===== config.mk =====
export PLATFORM = sky130hd
export DESIGN_NAME = operand_arbiter
export DESIGN_NICKNAME = d
export VERILOG_FILES = /design/src/rtl/operand_arbiter.sv
export SDC_FILE = /design/constraint.sdc
export NUM_CORES = 1
export LEC_CHECK = 0
export ABC_AREA = 1
export BUFFER_PORTS_ARGS = -buffer_cell sky130_fd_sc_hd__clkbuf_2
export CAP_MARGIN = 15
export CORE_MARGIN = 3
export CORE_UTILIZATION = 40
export CTS_CLUSTER_DIAMETER = 100
export DETAILED_ROUTE_END_ITERATION = 10
export PLACE_DENSITY = 0.76
export SLEW_MARGIN = 10
export SYNTH_ARGS = -nofsm -noshare
export SYNTH_HDL_FRONTEND = slang
export SYNTH_SLANG_ARGS = --single-unit

===== constraint.sdc =====
create_clock -name i_clk -period 1.5 [get_ports i_clk]
set_input_delay 0.375 -clock i_clk [delete_from_list [all_inputs] [get_ports i_clk]]
set_output_delay 0.375 -clock i_clk [all_outputs]
set_load 0.01 [all_outputs]

===== src/rtl/operand_arbiter.sv =====
// operand_arbiter: round-robin arbiter for the shared 3:1 operand mux
// with lock override and a registered valid/ready output stage.
module operand_arbiter #(
  parameter int WIDTH = 12
) (
  input  logic             i_clk,
  input  logic             i_rst,
  input  logic [2:0]       i_req,
  input  logic             i_lock,
  input  logic [WIDTH-1:0] i_a_data,
  input  logic [WIDTH-1:0] i_b_data,
  input  logic [WIDTH-1:0] i_c_data,
  output logic [2:0]       o_grant,
  output logic [1:0]       o_sel,
  output logic [WIDTH-1:0] o_out_data,
  output logic             o_out_valid,
  input  logic             i_out_ready
);

  typedef enum logic {EMPTY, FULL} state_t;

  state_t           r_state;
  logic [WIDTH-1:0] r_data;
  logic [1:0]       r_last;
  logic [1:0]       r_owner;
  logic             r_locked;

  logic [1:0]       w_last;
  logic [1:0]       w_owner;
  logic [1:0]       w_i1;
  logic [1:0]       w_i2;
  logic             w_can_load;
  logic [1:0]       w_idx;
  logic             w_gnt;
  logic [WIDTH-1:0] w_mux;

  function automatic logic [1:0] nxt(input logic [1:0] x);
    return (x == 2'd2) ? 2'd0 : x + 2'd1;
  endfunction

  // Out-of-range pointers behave as their reset values
  assign w_last  = (r_last == 2'd3) ? 2'd2 : r_last;
  assign w_owner = (r_owner == 2'd3) ? 2'd0 : r_owner;
  assign w_i1    = nxt(w_last);
  assign w_i2    = nxt(w_i1);

  assign o_out_valid = (r_state == FULL);
  assign o_out_data  = r_data;
  assign w_can_load  = !o_out_valid || i_out_ready;

  // Pick the winner: locked owner first, then round-robin after last
  always_comb begin
    w_idx = 2'd3;
    if (w_can_load && (i_req != 3'b000)) begin
      if (r_locked && i_req[w_owner])
        w_idx = w_owner;
      else if (i_req[w_i1])
        w_idx = w_i1;
      else if (i_req[w_i2])
        w_idx = w_i2;
      else
        w_idx = w_last;
    end
  end

  assign w_gnt   = (w_idx != 2'd3);
  assign o_sel   = w_idx;
  assign o_grant = w_gnt ? (3'b001 << w_idx) : 3'b000;

  // Operand mux driven by the winning index only
  always_comb begin
    w_mux = '0;
    case (w_idx)
      2'd0:    w_mux = i_a_data;
      2'd1:    w_mux = i_b_data;
      2'd2:    w_mux = i_c_data;
      default: w_mux = '0;
    endcase
  end

  // Output stage FSM plus round-robin and lock bookkeeping
  always_ff @(posedge i_clk) begin
    if (i_rst) begin
      r_state  <= EMPTY;
      r_data   <= '0;
      r_last   <= 2'd2;
      r_owner  <= 2'd0;
      r_locked <= 1'b0;
    end else if (w_gnt) begin
      r_state  <= FULL;
      r_data   <= w_mux;
      r_last   <= w_idx;
      r_owner  <= w_idx;
      r_locked <= i_lock;
    end else begin
      if (r_state == FULL && i_out_ready)
        r_state <= EMPTY;
      if (!i_req[w_owner])
        r_locked <= 1'b0;
    end
  end

endmodule


==> flow_summary_export.csv, run 1 <==
group,metric,value,unit
power_and_ir_drop,powerDensity,966.2,mW/mm²
drt,avgViaCountPerCell,4.937,
floorplanning,io_pins,61,
placement,pre_cts_ws,-0.2712,ns
clock_tree,cts_buffers,3,
setup_path,crit_type,"reg2out",
placement,placed_area,0.001654,mm²
synthesis,synth-simple-area-share,43.66,%
floorplanning,die_area,0.003456,mm²
power_and_ir_drop,power.total,1.839,mW
finish,seqCellArea,349.1,µm²
drt,routedWlPerCell,12.90,µm
sta,worstMarginPinSlew,0.3416,ns
synthesis,syn_nets,230,
global_route,grt_max_degree,17,
synthesis,ys_seq_area_share,30.53,%
drt,dr.pass1.iters,4,
setup_path,start_kind,"flop",
sta,worst_slack,-0.4144,ns
floorplanning,fp-row-count,18,
finish,areaGrowthSynthToFinish,70.71,%
synthesis,synth_area,0.001115,mm²
sta,clock_skew,0.005741,ns
synthesis,ys_warn_count,0,
synthesis,syn_avg_cell_area,5.962,µm²
placement,place_inst,293,
finish,diodes,0,
clock_tree,htree_levels,1,
clock_tree,clkSinkCount,17,
drt,drt-total-wl,3908,µm
setup_path,required,1.12,ns
synthesis,synth_top_family_by_area,"simple AND/OR/NAND/NOR gates",
clock_tree,clockBufferDepth,2,
sta,fin_crit,1.914,ns
synthesis,yosys.cell_types.count,18,
clock_tree,cts_tree,"done",
sta,slew_viol_final,0,
floorplanning,fp.dieH,58.79,µm
worst_hold_path,hp-class,"in2reg",
finish,layout.cells.non_filler,303,
global_route,grt-ovfl-total,0,
clock_tree,clk_pin_slew,0.11,ns
finish,final_net_count,317,
job,drv_cap,0,
sta,min_period_over_period,127.6,%
floorplanning,start_util,43.42,%
drt,ant_nets,0,
drt,drt_drc_violations_left,0,
floorplanning,fp.dieW,58.79,µm
run_status,outcome,"finished with violations",
global_route,grt_pass1_wl,5727,µm
setup_path,crit_fanout,7,
setup_path,ff2ff_path_depth,14,
power_and_ir_drop,vdd_drop_max,0.0008240,V
sta,rsz0062_at_grt,"yes",
placement,gp_congestion,0.7915,
global_route,antenna_found_initial,0,
synthesis,ys_seq_elements,17,
setup_path,end_kind,"output port",
global_route,grt_pass1_vias,1351,
synthesis,synth_fa_ha_area_share,0,%
finish,finalInstanceArea,0.001903,mm²
finish,drive_gt1_share,54.58,%
clock_tree,clk_latency,0.30,ns
drt,vias,1496,
placement,port_buffers,60,
clock_tree,root_buffer,"clkbuf_4",
sta,setup_violations,19,
placement,dp_hpwl,2632,µm
synthesis,synth_xor_area_share,0,%
sta,slew_headroom,77.23,%
finish,multi_input_comb_area,818.3,µm²
finish,fillers,204,
synthesis,synth_compound_area_share,11.56,%
sta,final-hold-violation-count,0,
synthesis,synth_mux_area_share,0,%
worst_hold_path,hold_depth,3,
global_route,grtUsageTotal,21.20,%
floorplanning,coreArea,0.002567,mm²
setup_path,cp.arrival,1.54,ns
drt,dr.first_iter.drc_count,40,
run_status,violations,"setup timing",
sta,fmax,0.5224,GHz
synthesis,synth_cells,187,
power_and_ir_drop,p_leak,1.061,nW
[per-layer routing]
metal	global-route usage, %	vias up	wire [µm]
li1	-	774	-
met1	26.00	660	1638
met2	36.75	56	1941
met3	5.482	6	271
met4	5.178	0	58
met5	0	-	0
[area by class of cell]
class	count	area share [%]
Clock inverter	1	0.3945
Sequential cell	17	18.34
Clock buffer	3	1.183
Inverter	29	5.851
Timing Repair Buffer	91	29.26
Tap cell	30	1.972
Multi-Input combinational cell	132	43.00
[power breakdown]
part | total [mW] | switching (mW) | leakage, nW | internal [mW]
Clock | 0.261 | 0.159 | 0.0139 | 0.101
Combinational | 1.01 | 0.544 | 0.904 | 0.461
Sequential | 0.573 | 0.0525 | 0.143 | 0.520
[Yosys cell counts]
library cell	count	share of area [%]
o21ai_0	4	1.8
nand3_1	42	19
clkbuf_1	4	1.3
a31oi_1	1	0.56
inv_2	2	0.67
buf_4	4	2.7
nand2_2	3	1.7
nand4_1	1	0.56
a21oi_1	14	6.3
a211oi_1	2	1.3
buf_2	1	0.45
inv_1	27	9.1
nand3_2	2	1.8
dfxtp_1	17	31
nor2_1	32	11
a21oi_2	2	1.6
nor2_2	1	0.56
nand2_1	28	9.4
[through the flow]
stage,TNS [ns],hold slack (ns),utilization (%)
final,-6.749,0.3729,74.12
after global routing,-8.399,0.3783,74.12
after CTS,-4.562,0.3597,68.52
after detailed placement,-3.994,0.5535,64.43
after global placement,-3.231,0.5417,64.43
after floorplan,-0.1271,0.4836,-
[critical path, cell delays in order, from the launching register on]
cell and delay (ns):
dfxtp_4 0.43, nor2_4 0.06, a21oi_4 0.18, nand3_2 0.09
nand2_2 0.09, nand2_2 0.06, nand2_4 0.12, nand2_2 0.06
inv_2 0.05, buf_6 0.09
[flip-flops by register name, summed over array words and instances (netlist names)]
name         flops
o_out_valid      1
r_locked         1
r_last           2
o_out_data      12
r_owner          1
[cells by family (layout without fill, tap and decap cells)]
group	Yosys count	after routing
AND/OR/NAND/NOR	109	109
buffers and inverters	38	124
flip-flops	17	17
AO/OA/AOI/OAI	23	23
[final timing paths]
check	startpoint	to	slack, ns
hold reg to reg	o_out_data[9]$_SDFFE_PP0P_	o_out_data[9]$_SDFFE_PP0P_	0.57
setup reg to reg	r_last[1]$_SDFFE_PP1P_	o_out_data[0]$_SDFFE_PP0P_	-0.37
setup / recovery	r_last[0]$_SDFFE_PP0P_	o_grant[1]	-0.41
hold / removal	i_lock	r_locked$_SDFFE_PP0P_	0.37
[timing repair]
| action | 4_1_cts | 5_1_grt |
|---|---|---|
| pin swaps | 7 | 13 |
| endpoints found under the hold margin | 0 | 0 |
| setup endpoints to repair | 18 | 20 |
| setup buffers | 4 | 2 |
| resized for setup | 14 | 33 |
| hold buffers | 0 | 0 |
| gates cloned | 0 | 0 |
[layout by cell type, fill, tap and decap left out, drive strengths merged]
master    synthesis  routed
a211oi            2       2
a21oi            16      16
a31oi             1       1
buf               5      34
clkbuf            4      60
clkinvlp          0       1
dfxtp            17      17
inv              29      29
nand2            31      31
nand3            44      44
nand4             1       1
nor2             33      33
o21ai             4       4
No activity file was read; power rests on OpenSTA's default activity.
==> inputs of run 2 (changes only) <==
--- a/config.mk
+++ b/config.mk
@@ -8,6 +8,7 @@
 export ABC_AREA = 1
 export BUFFER_PORTS_ARGS = -buffer_cell sky130_fd_sc_hd__clkbuf_2
 export CAP_MARGIN = 15
+export CORE_ASPECT_RATIO = 0.5
 export CORE_MARGIN = 3
 export CORE_UTILIZATION = 40
 export CTS_CLUSTER_DIAMETER = 100
==> flow_summary_export.csv, run 2 (same netlist as run 1, synthesis figures left out) <==
group,metric,value,unit
drt,dr.first_iter.drc_count,60,
sta,slew_headroom,76.69,%
global_route,grt_pass1_wl,5685,µm
placement,gp_congestion,0.8061,
sta,worstMarginPinSlew,0.3497,ns
sta,rsz0062_at_grt,"yes",
clock_tree,cts_buffers,3,
global_route,antenna_found_initial,0,
setup_path,reg2reg_from,"r_last[0]$_SDFFE_PP0P_",
drt,drt-total-wl,3876,µm
run_status,violations,"setup timing",
clock_tree,clockBufferDepth,2,
sta,worst_slack,-0.3058,ns
finish,diodes,0,
drt,dr.pass1.iters,4,
setup_path,worstReg2RegEnd,"o_out_data[1]$_SDFFE_PP0P_",
setup_path,r2r_slack,-0.17,ns
clock_tree,htree_levels,1,
placement,dp_hpwl,2780,µm
clock_tree,root_buffer,"clkbuf_8",
sta,setup_violations,19,
setup_path,crit_type,"reg2out",
clock_tree,clk_pin_slew,0.06,ns
setup_path,start_kind,"flop",
finish,final_common_cell,"clkbuf_2",
placement,pre_cts_ws,-0.2554,ns
drt,ant_nets,0,
setup_path,path_cells,"nor2_4 > a21oi_4 > nand3_2 > nand2_2 > nand2_2 > nand2_4 > nand2_2 > inv_2 > buf_6",
finish,most-common-layout-cells,"clkbuf_2 (56), nand3_1 (30), nor2_1 (25)",
drt,vias,1505,
floorplanning,die_area,0.003495,mm²
floorplanning,fp.dieH,43.33,µm
power_and_ir_drop,p_leak,1.035,nW
floorplanning,io_pins,61,
floorplanning,fp-row-count,12,
run_status,outcome,"finished with violations",
finish,multi_input_comb_area,793.3,µm²
sta,min_period_over_period,120.4,%
sta,hold_slack,0.4200,ns
power_and_ir_drop,powerDensity,996.5,mW/mm²
clock_tree,clk_latency,0.25,ns
global_route,grt-ovfl-total,0,
setup_path,end_kind,"output port",
setup_path,slowest_delay,0.42,ns
sta,fmax,0.5538,GHz
floorplanning,fp.dieW,80.66,µm
floorplanning,coreArea,0.002417,mm²
finish,final_net_count,312,
setup_path,ff2ff_path_depth,13,
placement,port_buffers,60,
power_and_ir_drop,power.total,1.864,mW
global_route,grtUsageTotal,21.24,%
clock_tree,holdBufCountCts,0,
setup_path,cp.arrival,1.43,ns
power_and_ir_drop,vdd_drop_max,0.0005672,V
setup_path,cpMostUsedCell,"nand2_2",
sta,slew_viol_final,0,
job,drv_cap,0,
global_route,grt_pass1_vias,1308,
finish,fillers,190,
clock_tree,clkSinkCount,17,
setup_path,crit_start,"r_last[0]$_SDFFE_PP0P_",
clock_tree,cts_tree,"done",
sta,final-hold-violation-count,0,
finish,seqCellArea,350.3,µm²
drt,avgViaCountPerCell,4.967,
global_route,grt_max_degree,16,
finish,fin_util,77.38,%
sta,fin_crit,1.806,ns
setup_path,worst_path_max_delay_cell,"dfxtp_4",
worst_hold_path,hp-class,"in2reg",
floorplanning,start_util,46.12,%
setup_path,cp-endpoint,"o_grant[1]",
drt,routedWlPerCell,12.79,µm
finish,largest_reg_flops,12,
sta,clock_skew,0.002279,ns
setup_path,crit_fanout,7,
drt,drt_drc_violations_left,0,
finish,areaGrowthSynthToFinish,67.79,%
finish,drive_gt1_share,53.36,%
setup_path,required,1.12,ns
[run 2: layout make-up]
class	instances	area share, %
Clock buffer	4	2.408
Tap cell	35	2.341
Multi-Input combinational cell	132	42.41
Sequential cell	17	18.73
Inverter	29	5.953
Timing Repair Buffer	86	28.16
[run 2: how the worst min path moves through the flow]
stage	start	end	slack [ns]	cells after the start
2_1_floorplan	i_rst	r_last[1]$_SDFFE_PP1P_	0.48	2
4_1_cts	i_c_data[11]	o_out_data[11]$_SDFFE_PP0P_	0.41	5
3_3_place_gp	o_out_data[1]$_SDFFE_PP0P_	o_out_data[1]$_SDFFE_PP0P_	0.54	4
3_5_place_dp	o_out_data[9]$_SDFFE_PP0P_	o_out_data[9]$_SDFFE_PP0P_	0.55	4
6_report	i_c_data[2]	o_out_data[2]$_SDFFE_PP0P_	0.42	5
5_1_grt	i_c_data[2]	o_out_data[2]$_SDFFE_PP0P_	0.42	5
[run 2: metal layers]
metal / GRT usage [%] / vias to the layer above / wire length [µm] / part of all wire, %
li1: - / 762 / - / -
met1: 26.70 / 685 / 1610 / 42
met2: 37.34 / 54 / 1964 / 51
met3: 4.979 / 4 / 266 / 6.9
met4: 5.051 / 0 / 36 / 0.93
met5: 0 / - / 0 / 0
[run 2: timing repair]
action,CTS,global route
endpoints found under the setup margin,17,20
resized for setup,16,31
cloned,0,0
pin swaps,14,19
setup buffers,7,2
[run 2: stage by stage]
step	area [µm²]	setup TNS, ns	instances
after global placement	1615	-3.316	292
after CTS	1759	-2.855	303
after floorplan	1197	-0.1271	187
after global routing	1871	-5.224	303
final	1871	-3.162	303
after detailed placement	1615	-3.732	292
[run 2: where the power goes]
part / switching (mW) / internal [mW] / leakage (nW)
logic: 0.517 / 0.425 / 0.869
clock network: 0.153 / 0.189 / 0.0228
registers: 0.0587 / 0.521 / 0.143
total: 0.729 / 1.13 / 1.04
[run 2: worst max-delay path, delay by kind of cell, from the launching register on]
family | cells | cell delay [ns]
DFF | 1 | 0.42
buffers and inverters | 2 | 0.14
AOI/OAI and AO/OA | 1 | 0.16
and+or+nand+nor | 6 | 0.45
==> inputs of run 3 (changes only) <==
--- a/config.mk
+++ b/config.mk
@@ -5,15 +5,13 @@
 export SDC_FILE = /design/constraint.sdc
 export NUM_CORES = 1
 export LEC_CHECK = 0
-export ABC_AREA = 1
 export BUFFER_PORTS_ARGS = -buffer_cell sky130_fd_sc_hd__clkbuf_2
 export CAP_MARGIN = 15
-export CORE_ASPECT_RATIO = 0.5
 export CORE_MARGIN = 3
-export CORE_UTILIZATION = 40
+export CORE_UTILIZATION = 37
 export CTS_CLUSTER_DIAMETER = 100
 export DETAILED_ROUTE_END_ITERATION = 10
-export PLACE_DENSITY = 0.76
+export PLACE_DENSITY = 0.75
 export SLEW_MARGIN = 10
 export SYNTH_ARGS = -nofsm -noshare
 export SYNTH_HDL_FRONTEND = slang
==> flow_summary_export.csv, run 3 <==
group,metric,value,unit
global_route,grt-ovfl-total,0,
power_and_ir_drop,switching_share,33.17,%
worst_hold_path,hp-class,"in2reg",
synthesis,synthArstFlopShare,0,%
synthesis,synth_area,919.6,µm²
run_status,violations,"setup timing",
finish,drive_gt1_share,59.44,%
drt,drt_drc_violations_left,0,
clock_tree,htree_levels,1,
clock_tree,holdBufCountCts,0,
floorplanning,start_util,40.41,%
clock_tree,clockBufferDepth,2,
placement,pre_cts_ws,-0.4724,ns
sta,fmax,0.4786,GHz
finish,most-common-layout-cells,"clkbuf_2 (58), buf_4 (21), dfxtp_1 (15)",
synthesis,yosys.cell_types.count,30,
sta,final-hold-violation-count,0,
power_and_ir_drop,p_int,0.9516,mW
finish,final_common_cell,"clkbuf_2",
job,drv_cap,0,
clock_tree,root_buffer,"clkbuf_4",
placement,port_buffers,60,
synthesis,ys_seq_area_share,37.01,%
power_and_ir_drop,vdd_drop_max,0.0006239,V
setup_path,end_kind,"output port",
drt,dr.pass1.iters,4,
setup_path,required,1.12,ns
floorplanning,coreArea,0.002276,mm²
drt,vias,1098,
sta,fin_crit,2.089,ns
power_and_ir_drop,power_frac_seq,39.3,%
finish,largest_reg_flops,12,
power_and_ir_drop,p_clk_share,17.0,%
global_route,grt_pass1_vias,1072,
setup_path,crit_type,"reg2out",
floorplanning,io_pins,61,
run_status,outcome,"finished with violations",
power_and_ir_drop,p_leak,0.7475,nW
global_route,grt_max_degree,14,
clock_tree,clk_latency,0.28,ns
drt,avgViaCountPerCell,5.279,
synthesis,synth_top_cells_by_count,"dfxtp_1 (17), mux2i_1 (14), o21ai_1 (12), a32oi_1 (11), nor2_1 (6)",
power_and_ir_drop,p_comb_share,43.7,%
synthesis,synth_edf_count,0,
floorplanning,fp.dieW,55.86,µm
floorplanning,fp.dieH,55.86,µm
drt,routedWlPerCell,13.96,µm
synthesis,ys_warn_count,0,
synthesis,ys_top_cells_by_area,"dfxtp_1 (37%), mux2i_1 (15%), a32oi_1 (10%)",
global_route,antenna_found_initial,0,
sta,setup_violations,20,
finish,areaGrowthSynthToFinish,69.12,%
clock_tree,cts_tree,"done",
sta,clock_skew,0.0007753,ns
sta,min_period_over_period,139.3,%
sta,worstMarginPinSlew,0.3545,ns
drt,drt-total-wl,2903,µm
synthesis,synth-main-ff-cell,"dfxtp_1",
placement,dp_hpwl,2217,µm
sta,worst_slack,-0.5894,ns
synthesis,yosysTopAreaCellShare,37.01,%
finish,final_net_count,224,
setup_path,cp.arrival,1.71,ns
sta,slew_viol_final,0,
setup_path,start_kind,"flop",
floorplanning,die_area,0.003120,mm²
sta,rsz0062_at_grt,"yes",
synthesis,ys_seq_elements,17,
clock_tree,clk_pin_slew,0.10,ns
global_route,grtUsageTotal,18.26,%
global_route,grt_pass1_wl,4671,µm
synthesis,synth_most_common_cell,"dfxtp_1",
power_and_ir_drop,switchingPower,0.4724,mW
drt,ant_nets,0,
synthesis,syn_nets,141,
placement,gp_congestion,0.8246,
sta,slew_headroom,76.28,%
sta,hold_slack,0.3059,ns
synthesis,synth_top_cell_by_area,"dfxtp_1",
synthesis,synth_cells,98,
clock_tree,clkSinkCount,17,
drt,dr.first_iter.drc_count,30,
clock_tree,cts_buffers,3,
power_and_ir_drop,powerDensity,915.6,mW/mm²
synthesis,syn_avg_cell_area,9.384,µm²
floorplanning,fp-row-count,17,
finish,diodes,0,
setup_path,crit_fanout,4,
==> run 3: cell count changes in the layout (fill, tap and decap cells not counted), moves of 5 or more <==
cell	before	now
nand3_2	14	0
inv_2	9	1
a21oi_1	11	2
a32oi_1	0	11
o21ai_1	1	12
inv_1	19	2
mux2i_1	0	9
nor2_1	25	5
nand2_2	8	0
buf_6	7	2
nand3_1	30	0
nand2_1	19	4
==> run 3: critical path, stage by stage (launching register included) <==
cell,delay [ns]
dfxtp_4,0.40
mux2i_4,0.26
o22ai_4,0.11
o311ai_4,0.32
buf_6,0.17
nor2_4,0.04
clkbuf_2,0.12
==> run 3: final cells by class <==
class                   count  area [µm²]
repair buffers             84       515.5
multi-input cells          72       621.8
clock buffers               4       26.28
fillers                   201       720.7
well taps                  28       35.03
inverters                   3       11.26
flip-flops and latches     17       345.3
==> run 3: cell families after synthesis <==
kind of cell / Yosys count / share of synthesized area (%)
AOI/OAI and AO/OA: 36 / 30.34
buffers and inverters: 9 / 4.898
DFF: 17 / 37.01
muxes: 14 / 15.24
and+or+nand+nor: 22 / 12.52
==> run 3: repair_timing <==
| action | in CTS | in global routing |
|---|---|---|
| buffers inserted | 1 | 3 |
| pin swaps | 0 | 3 |
| resized for setup | 5 | 13 |
| endpoints found under the setup margin | 20 | 20 |
==> run 3: path summary, 6_finish.rpt <==
path	from	to	slack, ns	cells past startpoint
setup / recovery	r_owner[1]$_SDFFE_PP0P_	o_grant[0]	-0.59	6
setup reg to reg	r_owner[1]$_SDFFE_PP0P_	o_out_data[7]$_SDFFE_PP0P_	-0.38	7
hold / removal	i_lock	r_locked$_SDFFE_PP0P_	0.31	3
hold reg to reg	o_out_data[11]$_SDFFE_PP0P_	o_out_data[11]$_SDFFE_PP0P_	0.49	2
==> run 3: layer usage <==
metal	routed length [µm]	global-route usage, %	vias to the layer above
met5	0	0	-
met4	25	4.746	0
met3	208	2.784	4
met2	1502	32.43	49
met1	1166	22.91	510
li1	-	-	535
==> run 3: per-stage QoR <==
step | total power [mW] | instance area, µm² | instances | utilization, % | setup TNS [ns]
floorplan | 0.8712 | 968.4 | 98 | - | -0.5107
global placement | 1.096 | 1426 | 200 | 62.67 | -6.285
detailed placement | 1.113 | 1426 | 200 | 62.67 | -7.867
CTS | 1.363 | 1474 | 205 | 64.76 | -6.683
global route | 1.514 | 1555 | 208 | 68.33 | -8.713
finish | 1.424 | 1555 | 208 | 68.33 | -6.992
==> run 3: power groups by stage <==
stage / registers [mW] / logic [mW] / clock network, mW
after CTS: 0.558 / 0.560 / 0.245
after floorplan: 0.584 / 0.287 / 0
final: 0.560 / 0.622 / 0.242
after global placement: 0.565 / 0.531 / 0
after detailed placement: 0.566 / 0.547 / 0
after global routing: 0.569 / 0.669 / 0.276
